--- src/rtl/arp_pkg.sv ---
// Shared constants for the arpeggiator sequencer: note ratios, mode encodings,
// note FSM state encodings and the pattern-step helper.
package arp_pkg;

    localparam logic [1:0] MODE_HOLD   = 2'd0;
    localparam logic [1:0] MODE_UP     = 2'd1;
    localparam logic [1:0] MODE_DOWN   = 2'd2;
    localparam logic [1:0] MODE_UPDOWN = 2'd3;

    localparam logic [1:0] ST_HOLD   = 2'd0;
    localparam logic [1:0] ST_UP     = 2'd1;
    localparam logic [1:0] ST_DOWN   = 2'd2;
    localparam logic [1:0] ST_UPDOWN = 2'd3;

    typedef enum logic [1:0] {
        S_HOLD   = ST_HOLD,
        S_UP     = ST_UP,
        S_DOWN   = ST_DOWN,
        S_UPDOWN = ST_UPDOWN
    } note_state_e;

    localparam logic DIR_UP   = 1'b0;
    localparam logic DIR_DOWN = 1'b1;

    // Entries are 9 bits wide so that the unity ratio (256) is representable.
    localparam logic [8:0] NOTE_RATIO [8] = '{9'd256, 9'd203, 9'd171, 9'd128,
                                              9'd102, 9'd85,  9'd64,  9'd51};

    // Returns {dir, note} after one pattern step in state st.
    function automatic logic [3:0] next_note(input note_state_e st,
                                             input logic [2:0] n,
                                             input logic d,
                                             input logic [2:0] last);
        logic [2:0] nn;
        logic       nd;
        nn = n;
        nd = d;
        case (st)
            S_UP:     nn = (n >= last) ? 3'd0 : n + 3'd1;
            S_DOWN:   nn = (n == 3'd0 || n > last) ? last : n - 3'd1;
            S_UPDOWN: begin
                if (d == DIR_UP) begin
                    if (n >= last) begin
                        nn = last - 3'd1;
                        nd = DIR_DOWN;
                    end else begin
                        nn = n + 3'd1;
                    end
                end else begin
                    if (n == 3'd0) begin
                        nn = 3'd1;
                        nd = DIR_UP;
                    end else begin
                        nn = n - 3'd1;
                    end
                end
            end
            default: begin
                nn = 3'd0;
                nd = DIR_UP;
            end
        endcase
        return {nd, nn};
    endfunction

endpackage

--- src/rtl/arp_wavetable_seq_note_fsm.sv ---
// Note sequencer: dwell timer, up/down direction and the current pattern index.
// With ARP_SYNC_NOTE_EN defined, note changes are deferred to the address wrap.
module arp_note_fsm
    import arp_pkg::*;
#(
    parameter int NUM_NOTES  = 4,
    parameter int NOTE_DWELL = 25_000_000
) (
    input  logic       CLK100MHZ,
    input  logic       rst_n,
    input  logic       arp_en,
    input  logic [1:0] mode,
    input  logic       addr_wrap,
    output logic [2:0] note
);
    // state  | meaning
    // HOLD   | arpeggio off, note parked at root, dwell cleared
    // UP     | 0 .. N-1, wrap to 0
    // DOWN   | N-1 .. 0, wrap to N-1
    // UPDOWN | bounce between ends without repeating them

    localparam int              DWELL_W    = (NOTE_DWELL > 1) ? $clog2(NOTE_DWELL) : 1;
    localparam logic [DWELL_W-1:0] DWELL_LAST = DWELL_W'(NOTE_DWELL - 1);
    localparam logic [2:0]      LAST       = 3'(NUM_NOTES - 1);

    note_state_e        state;
    note_state_e        target;
    logic [DWELL_W-1:0] dwell;
    logic               dir;
    logic               dwell_exp;
    logic               eff_dir;
    logic [3:0]         stepped;
`ifdef ARP_SYNC_NOTE_EN
    logic               pend_step;
`endif

    always_comb begin
        target = S_HOLD;
        if (arp_en) begin
            case (mode)
                MODE_UP:     target = S_UP;
                MODE_DOWN:   target = S_DOWN;
                MODE_UPDOWN: target = S_UPDOWN;
                default:     target = S_HOLD;
            endcase
        end
        dwell_exp = (dwell == DWELL_LAST);
        eff_dir   = (target != state) ? DIR_UP : dir;
        stepped   = next_note(target, note, eff_dir, LAST);
    end

    always_ff @(posedge CLK100MHZ or negedge rst_n) begin
        if (!rst_n) begin
            state <= S_HOLD;
            note  <= 3'd0;
            dwell <= '0;
            dir   <= DIR_UP;
`ifdef ARP_SYNC_NOTE_EN
            pend_step <= 1'b0;
`endif
        end else begin
            state <= target;
            if (target == S_HOLD) begin
                dwell <= '0;
                dir   <= DIR_UP;
`ifdef ARP_SYNC_NOTE_EN
                pend_step <= 1'b0;
                if (addr_wrap) note <= 3'd0;
`else
                note <= 3'd0;
`endif
            end else if (state == S_HOLD) begin
                dwell <= '0;
                dir   <= DIR_UP;
                note  <= (target == S_DOWN) ? LAST : 3'd0;
`ifdef ARP_SYNC_NOTE_EN
                pend_step <= 1'b0;
`endif
            end else begin
                dwell <= dwell_exp ? '0 : dwell + DWELL_W'(1);
`ifdef ARP_SYNC_NOTE_EN
                // Any number of expiries between wraps collapses into one step.
                pend_step <= (pend_step | dwell_exp) & ~addr_wrap;
                if (addr_wrap && (pend_step || dwell_exp)) begin
`else
                if (dwell_exp) begin
`endif
                    note <= stepped[2:0];
                    dir  <= stepped[3];
                end else begin
                    dir <= eff_dir;
                end
            end
        end
    end

endmodule

--- src/rtl/arp_wavetable_seq.sv ---
// Arpeggiator wavetable sequencer: note-rate divider, table addressing and
// registered sample output. Optional macro: ARP_SYNC_NOTE_EN (click-free note changes).
module arp_wavetable_seq
    import arp_pkg::*;
#(
    parameter int NUM_NOTES   = 4,
    parameter int ADDR_W      = 8,
    parameter int SAMPLE_W    = 11,
    parameter int DIV_W       = 13,
    parameter int BASE_OFFSET = 746,
    parameter int NOTE_DWELL  = 25_000_000,
    parameter int RD_LAT      = 1
) (
    input  logic                CLK100MHZ,
    input  logic                CPU_RESETN,
    input  logic                arp_en,
    input  logic [1:0]          mode,
    input  logic [7:0]          base_sel,
    output logic [ADDR_W-1:0]   mem_addr,
    input  logic [SAMPLE_W-1:0] mem_data,
    output logic [SAMPLE_W-1:0] sample_out,
    output logic                sample_valid,
    output logic [2:0]          note
);
    localparam int PER_W = DIV_W + 1;

    logic [DIV_W-1:0]  f_base;
    logic [DIV_W+8:0]  product;
    logic [PER_W-1:0]  period_raw;
    logic [PER_W-1:0]  period;
    logic [PER_W-1:0]  div_cnt;
    logic              addr_step;
    logic              addr_wrap;
    logic [RD_LAT-1:0] rd_pipe;

    assign f_base     = DIV_W'(BASE_OFFSET) + DIV_W'(base_sel);
    assign product    = (DIV_W+9)'(f_base) * (DIV_W+9)'(NOTE_RATIO[note]);
    assign period_raw = PER_W'(product >> 8);
    assign period     = (period_raw == '0) ? PER_W'(1) : period_raw;
    // >= rather than == so a shortened period never strands the counter past it.
    assign addr_step  = (div_cnt >= period - PER_W'(1));
    assign addr_wrap  = addr_step && (mem_addr == '1);

    always_ff @(posedge CLK100MHZ or negedge CPU_RESETN) begin
        if (!CPU_RESETN) begin
            div_cnt  <= '0;
            mem_addr <= '0;
        end else if (addr_step) begin
            div_cnt  <= '0;
            mem_addr <= mem_addr + ADDR_W'(1);
        end else begin
            div_cnt <= div_cnt + PER_W'(1);
        end
    end

    always_ff @(posedge CLK100MHZ or negedge CPU_RESETN) begin
        if (!CPU_RESETN) begin
            rd_pipe      <= '0;
            sample_out   <= '0;
            sample_valid <= 1'b0;
        end else begin
            rd_pipe      <= (rd_pipe << 1) | RD_LAT'(addr_step);
            sample_valid <= rd_pipe[RD_LAT-1];
            if (rd_pipe[RD_LAT-1]) sample_out <= mem_data;
        end
    end

    arp_note_fsm #(
        .NUM_NOTES  (NUM_NOTES),
        .NOTE_DWELL (NOTE_DWELL)
    ) u_note_fsm (
        .CLK100MHZ (CLK100MHZ),
        .rst_n     (CPU_RESETN),
        .arp_en    (arp_en),
        .mode      (mode),
        .addr_wrap (addr_wrap),
        .note      (note)
    );

endmodule
--- config.mk ---
export PLATFORM = sky130hd
export DESIGN_NAME = arp_wavetable_seq
export DESIGN_NICKNAME = d
export VERILOG_FILES = /design/src/rtl/arp_pkg.sv /design/src/rtl/arp_wavetable_seq_note_fsm.sv /design/src/rtl/arp_wavetable_seq.sv
export SDC_FILE = /design/constraint.sdc
export NUM_CORES = 1
export LEC_CHECK = 0
export ABC_AREA = 1
export CAP_MARGIN = 5
export CORE_UTILIZATION = 47
export DETAILED_ROUTE_END_ITERATION = 6
export PLACE_DENSITY = 0.66
export SLEW_MARGIN = 20
export SYNTH_ARGS = -nofsm -noshare
export SYNTH_HDL_FRONTEND = slang
export SYNTH_SLANG_ARGS = --single-unit
--- constraint.sdc ---
create_clock -name CLK100MHZ -period 10.5 [get_ports CLK100MHZ]
set_clock_uncertainty 0.05 [all_clocks]
set_input_delay 2.1 -clock CLK100MHZ [delete_from_list [all_inputs] [get_ports CLK100MHZ]]
set_output_delay 2.1 -clock CLK100MHZ [all_outputs]
set_load 0.02 [all_outputs]
## Yosys cells after proc, flatten, opt, wreduce, memory -nomap -nowiden

Memory sizes are Yosys's and may differ from the RTL's.
Cells that the tools add are included.

| storage, ports and cells | value |
|---|---|
| register bits after elaboration | 66 |
| memory bits (read-only) | 72 |
| bits of input ports | 24 |
| output and inout port bits | 23 |
| word-level logic and storage cells | 65 |
| memories | 1 |

Memories:

| name | words | width | rd ports | clocked after Yosys merged registers in | wr ports | RTL line | RTL |
|---|---|---|---|---|---|---|---|
| (no name shown) | 8 | 9 | 1 | 0 | 0 | arp_wavetable_seq.sv:37 | `assign product = (DIV_W+9)'(f_base) * (DIV_W+9)'(NOTE_RATIO[note]);` |

| cells by class | value |
|---|---|
| add/sub/neg operators | 7 |
| multipliers | 1 |
| $lt $le $gt $ge | 4 |
| equality and inequality tests | 8 |
| muxes and demuxes | 27 |
| bitwise operators | 1 |
| reductions and logical operators | 7 |

Operators by type and width:

| kind | count |
|---|---|
| 2-to-1 mux 25 bit | 3 |
| adder 25 x 1 -> 25 bit, second input constant | 1 |
| == test 25 bit, second input constant | 1 |
| 2-to-1 mux 3 bit | 8 |
| multiplier 11 x 9 -> 20 bit | 1 |
| 2-to-1 mux 9 bit | 2 |
| adder 14 x 1 -> 14 bit, second input constant | 1 |
| >= comparator 14 bit | 1 |
| logical NOT 14 bit | 1 |
| 2-to-1 mux 14 bit | 1 |
| subtractor 12 x 1 -> 13 bit, second input constant | 1 |
| 2-to-1 mux 12 bit | 1 |
| adder 10 x 8 -> 11 bit, first input constant | 1 |
| one-hot mux 3 bit (3 select lines) | 1 |
| adder 8 x 1 -> 8 bit, second input constant | 1 |
| == test 2 bit, second input constant | 4 |
| 2-to-1 mux 1 bit | 7 |
| one-hot mux 2 bit (3 select lines) | 1 |
| == test 2 x 1 -> 1 bit, second input constant | 2 |
| >= comparator 4 bit, second input constant | 1 |
| logical NOT 2 bit | 2 |
| 2-to-1 mux 2 bit | 2 |
| NOT 3 -> 4 bit | 1 |
| adder 3 x 1 -> 3 bit, second input constant | 1 |
| 9 further kinds | 9 |

## Depth between registers and ports, before layout

| depth | value |
|---|---|
| depth in word-level cells | 10 |
| mapped depth | 44 |

## Cells and area by module

Synthesis repeated with hierarchy kept, for this count alone.

| second synthesis, totals | value |
|---|---|
| cells, all modules | 951 |
| area total of the unflattened synthesis | 7,328.3 sq um |

By module, submodules not included:

| module | times used | cells each | area each (sq um) |
|---|---|---|---|
| arp_wavetable_seq | 1 | 663 | 5,188.7 |
| arp_note_fsm | 1 | 288 | 2,139.6 |

## Worst setup path before layout

Ideal clock, no wire load.

| timing | value |
|---|---|
| path kind | input port to flip-flop |
| start point | in base_sel[1] |
| end point | reg div_cnt[10] |
| setup time | 88 ps |
| arrival | 8,963 ps |
| required time | 10,362 ps |
| setup slack | 1,398 ps |
| stages | 42 |
| path buffers | 3 |
| cell sequence | clkbuf_1 -> a21oi_1 -> nor2_1 -> nor2_1 -> or2_2 -> nand2_1 -> inv_1 -> nand2_1 -> fa_1 -> inv_1 -> fa_1 -> fa_1 -> inv_1 -> fa_1 -> inv_1 -> ha_1 -> nand2_1 -> nor2_1 -> [6 not listed] -> nor2_1 -> nand3_2 -> nor2_2 -> a21oi_4 -> ha_1 -> inv_1 -> nor3_4 -> nand3_1 -> nor2_1 -> xor2_1 -> ha_1 -> nand4_1 -> a21oi_1 -> a2111oi_0 -> nand3_1 -> clkbuf_1 -> clkbuf_1 -> nor3b_1 |

| on the way | value |
|---|---|
| word-level cells in the longest chain between the ends | 7 |

Ends and longest elaborated chain:

| element | RTL line | RTL |
|---|---|---|
| from (decl) | arp_wavetable_seq.sv:18 | `input logic [7:0] base_sel,` |
| adder 10 x 8 -> 11 bit * | arp_wavetable_seq.sv:36 | `assign f_base = DIV_W'(BASE_OFFSET) + DIV_W'(base_sel);` |
| multiplier 11 x 9 -> 20 bit * | arp_wavetable_seq.sv:37 |  |
| logical NOT 14 bit | arp_wavetable_seq.sv:39 | `assign period = (period_raw == '0) ? PER_W'(1) : period_raw;` |
| 2-to-1 mux 12 bit * | arp_wavetable_seq.sv:39 |  |
| subtractor 12 x 1 -> 13 bit * | arp_wavetable_seq.sv:41 | `assign addr_step = (div_cnt >= period - PER_W'(1));` |
| >= comparator 14 bit * | arp_wavetable_seq.sv:41 |  |
| via addr_step | arp_wavetable_seq.sv:32 | `logic addr_step;` |
| 2-to-1 mux 14 bit * | arp_wavetable_seq.sv:48 | `end else if (addr_step) begin` |
| to (signal assigned) | arp_wavetable_seq.sv:52 | `div_cnt <= div_cnt + PER_W'(1);` |
| to (decl) | arp_wavetable_seq.sv:31 | `logic [PER_W-1:0] div_cnt;` |

Mark *: on every way through the listed nets, which the timed path passes. The rest lies on a longest branch.
A chain may end at the register's enable or synchronous reset.

## Final worst setup path

| timing | value |
|---|---|
| start point | in base_sel[1] |
| end point | reg mem_addr[7] |

| on the way | value |
|---|---|
| word-level cells in the longest chain between the ends | 6 |

Ends and longest elaborated chain:

| element | RTL line | RTL |
|---|---|---|
| adder 10 x 8 -> 11 bit * | arp_wavetable_seq.sv:36 |  |
| multiplier 11 x 9 -> 20 bit * | arp_wavetable_seq.sv:37 |  |
| logical NOT 14 bit | arp_wavetable_seq.sv:39 |  |
| 2-to-1 mux 12 bit * | arp_wavetable_seq.sv:39 |  |
| subtractor 12 x 1 -> 13 bit * | arp_wavetable_seq.sv:41 |  |
| >= comparator 14 bit * | arp_wavetable_seq.sv:41 |  |
| to (signal assigned) | arp_wavetable_seq.sv:50 | `mem_addr <= mem_addr + ADDR_W'(1);` |
| to (decl) | arp_wavetable_seq.sv:19 | `output logic [ADDR_W-1:0] mem_addr,` |

Every way passes the cells marked *; elsewhere a longest branch is shown, timed or not.

==> flow_summary.yaml <==
yosys:
  synth_top_area_share_pct: 23.96
  synthArstFlopShare_pct: 100.0
  synth_cells: 889
  synth_edf_count: 0
  syn_area_per_cell_sq_um: 7.755
  yosys_warnings: 0
  seq_area_frac_synth_pct: 23.96
  synth_seq_cells: 66
  synth.largest_area_cell: "dfrtp_1"
  synth_area_sq_um: 6894
  synth_nets: 1038
  synth.area.top_cells: "dfrtp_1 (24%), fa_1 (16%), ha_1 (13%)"
  yosysUniqueCellTypes: 41
  synthFlopType: "dfrtp_1"
drt:
  drc: 0
  wl_um: 14420
  ant_nets: 0
  drt-vias-per-instance: 5.065
  drt-initial-drc-count: 291
  vias: 5724
  dr.pass1.iters: 5
  wl_per_cell_um: 12.76
flow_run:
  drv_cap: 0
final_layout:
  layout-drive-gt1-share_pct: 6.842
  fin_nets: 1094
  design_area_sq_um: 7900
  area.growth.synth_to_final_pct: 14.59
  num_antenna_cells: 0
  fill_cells: 1359
min_path:
  hold_depth: 1
  hp-class: "reg2reg"
  hold_end: "u_note_fsm.dwell[0]$_DFF_PN0_"
  hp-start: "u_note_fsm.dwell[0]$_DFF_PN0_"
global_routing:
  overflow: 0
  antenna_found_initial: 0
  grt_start_max_net_pins: 67
  grt_pass1_wl_um: 25680
  grt_pass1_vias: 5626
  grtUsageTotal_pct: 21.30
worst_setup_path:
  worstSetupPathType: "in2reg"
  reg2regPathDepth: 40
  worstSetupStartpointType: "input pin"
  crit_path_end_kind: "register"
  cpPeakStageDelay_ps: 530
  crit_slowest_cell: "fa_1"
  rr_endpoint: "mem_addr[7]$_DFFE_PN0P_"
  crit_family: "adder cells"
  reg2reg_setup_slack_ps: 2330
  cp_num_buf_inv: 10
  worstReg2RegStart: "u_note_fsm.note[0]$_DFFE_PN0P_"
  cp.arrival_ps: 9900
  critPathMaxFanout: 15
  crit_required_ps: 10700
sta:
  tightest_slew_ps: 878.8
  rsz0062_at_grt: "false"
  whs_ps: 434.5
  period_minus_slack_ps: 9701
  fin_tns_setup_ps: 0
  slew_violations: 0
  fin_crit_sh_pct: 92.39
  finalHoldViolCount: 0
  setup_viol: 0
  fmax_ghz: 0.1031
  slew_headroom_pct: 41.20
clock_network:
  htreeDepth: 3
  cts.clk_slew.worst_paths_ps: 60
  insertion_delay_ps: 330
  post_cts_resized: 0
  cts_root_buf: "clkbuf_16"
  numCtsBuffers: 9
  cts_tree: "built"
  cts.sinks: 66
  cts_buffer_depth: 2
floorplan:
  rows: 43
  fp.dieH_um: 123.1
  io_pins: 47
  start_util_pct: 48.91
  die_w_um: 123.1
  core_sq_um: 14100
  dieArea_sq_um: 15160
place:
  place.port_buffers: 46
  dpl.hpwl_um: 11490
  gp_congestion: 0.8526
  dpl_cell_area_sq_um: 7590
power:
  total_leakage_power_nw: 4.007
  p_total_mw: 1.970
  peakVddDrop_uv: 136.0
  power_density_nw_per_um2: 249.4
run_status:
  outcome: "completed"
==> how the worst max path moves through the flow <==
stage | cells past startpoint | startpoint | slack [ps] | end
3_3_place_gp | 44 | base_sel[1] | 440 | mem_addr[6]$_DFFE_PN0P_
6_report | 43 | base_sel[1] | 800 | mem_addr[7]$_DFFE_PN0P_
3_5_place_dp | 43 | base_sel[1] | 290 | mem_addr[7]$_DFFE_PN0P_
2_1_floorplan | 42 | base_sel[1] | 1400 | div_cnt[10]$_DFF_PN0_
5_1_grt | 43 | base_sel[1] | 20 | mem_addr[7]$_DFFE_PN0P_
4_1_cts | 43 | base_sel[1] | 590 | mem_addr[7]$_DFFE_PN0P_
==> cell type report <==
type	count	area, sq um	share of cell area, %
Inverter	163	616.8	7.808
Clock inverter	6	63.81	0.8077
Timing Repair Buffer	53	508.0	6.430
Tap cell	180	225.2	2.851
Sequential cell	66	1652	20.91
Multi-Input combinational cell	652	4596	58.17
Clock buffer	10	239.0	3.025
==> timing repair <==
action	4_1_cts	5_1_grt
setup endpoints to repair	0	6
hold buffers	0	0
buffers inserted	0	1
hold endpoints to repair	0	0
==> metal layers <==
layer,routed length [um],vias to the layer above,track usage [%]
met4,144,0,4.970
met5,0,-,0
met1,6966,2668,29.29
met3,585,10,3.044
li1,-,2932,-
met2,6726,114,35.53
==> sequential cells by signal (all words and copies together) (netlist names) <==
register / cells
rd_pipe: 1
u_note_fsm.note: 3
mem_addr: 8
u_note_fsm.state: 2
u_note_fsm.dwell: 25
div_cnt: 14
sample_valid: 1
sample_out: 11
u_note_fsm.dir: 1
==> cells in the mapped netlist, types with 2 or more instances <==
cell type / count
a2111oi_0: 2
a21o_1: 3
a21oi_1: 47
clkbuf_1: 8
dfrtp_1: 66
fa_1: 56
ha_1: 69
inv_1: 159
inv_2: 3
mux2_2: 11
nand2_1: 174
nand2_2: 7
nand3_1: 31
nand3_2: 2
nand3b_1: 4
nand4_1: 12
nor2_1: 117
nor2_2: 7
nor2_4: 2
nor3_1: 26
nor3b_1: 10
nor4_1: 4
o211ai_1: 2
o21a_1: 2
o21ai_0: 22
o21ai_1: 3
o21bai_1: 4
o22ai_1: 3
or2_2: 4
xnor2_1: 7
xor2_1: 11
xor2_2: 2
==> where the power goes <==
part | leakage (nW) | internal (mW) | switching, mW | total [mW]
sequential | 0.872 | 0.302 | 0.0372 | 0.339
combinational | 2.99 | 0.506 | 0.826 | 1.33
clock | 0.145 | 0.190 | 0.110 | 0.300
total | 4.01 | 0.997 | 0.973 | 1.97
==> cells by family after synthesis <==
logic type                 Yosys count  share of synthesized area (%)
and+or+nand+nor                    401                          25.44
adders and majority gates          125                          28.78
muxes                               11                          1.797
buffers and inverters              171                          9.383
xor gates and xnor gates            20                          2.759
DFF                                 66                          23.96
AOI/OAI and AO/OA                   95                          7.877
==> placed cells by master, fill, tap and decap left out, types with 4 or more instances in the layout <==
master           netlist  layout
nand2_1              174     174
nor4_1                 4       4
nor3_1                26      26
inv_1                159     159
a21oi_1               47      47
buf_4                  0       7
nand3b_1               4       4
xnor2_1                7       7
o21ai_0               22      22
o21bai_1               4       4
xor2_1                11      11
nand2_2                7       7
dfrtp_1               66      66
nor2_2                 7       7
nor2_1               117     117
clkbuf_16              0       9
or2_2                  4       4
fa_1                  56      56
nand4_1               12      12
nor3b_1               10      10
mux2_2                11      11
ha_1                  69      69
nand3_1               31      31
clkdlybuf4s50_1        0      45
==> through the flow <==
stage / instances / util [%] / setup WS, ps
after floorplan: 889 / - / 1398
after global placement: 1113 / 53.84 / 444.5
after detailed placement: 1113 / 53.84 / 286.6
after CTS: 1129 / 55.99 / 590.0
after global routing: 1130 / 56.04 / 23.69
final: 1130 / 56.04 / 799.3
==> worst reg2reg max path: cells and delay by family (launching register included) <==
family                     cells  cell delay, ps
AOI/OAI and AO/OA              5            1120
xor gates and xnor gates       2             290
adders and majority gates      8            3130
buffers and inverters          9            1030
DFF                            1             480
and+or+nand+nor               16            1960
(Power assumes the default switching activity.)
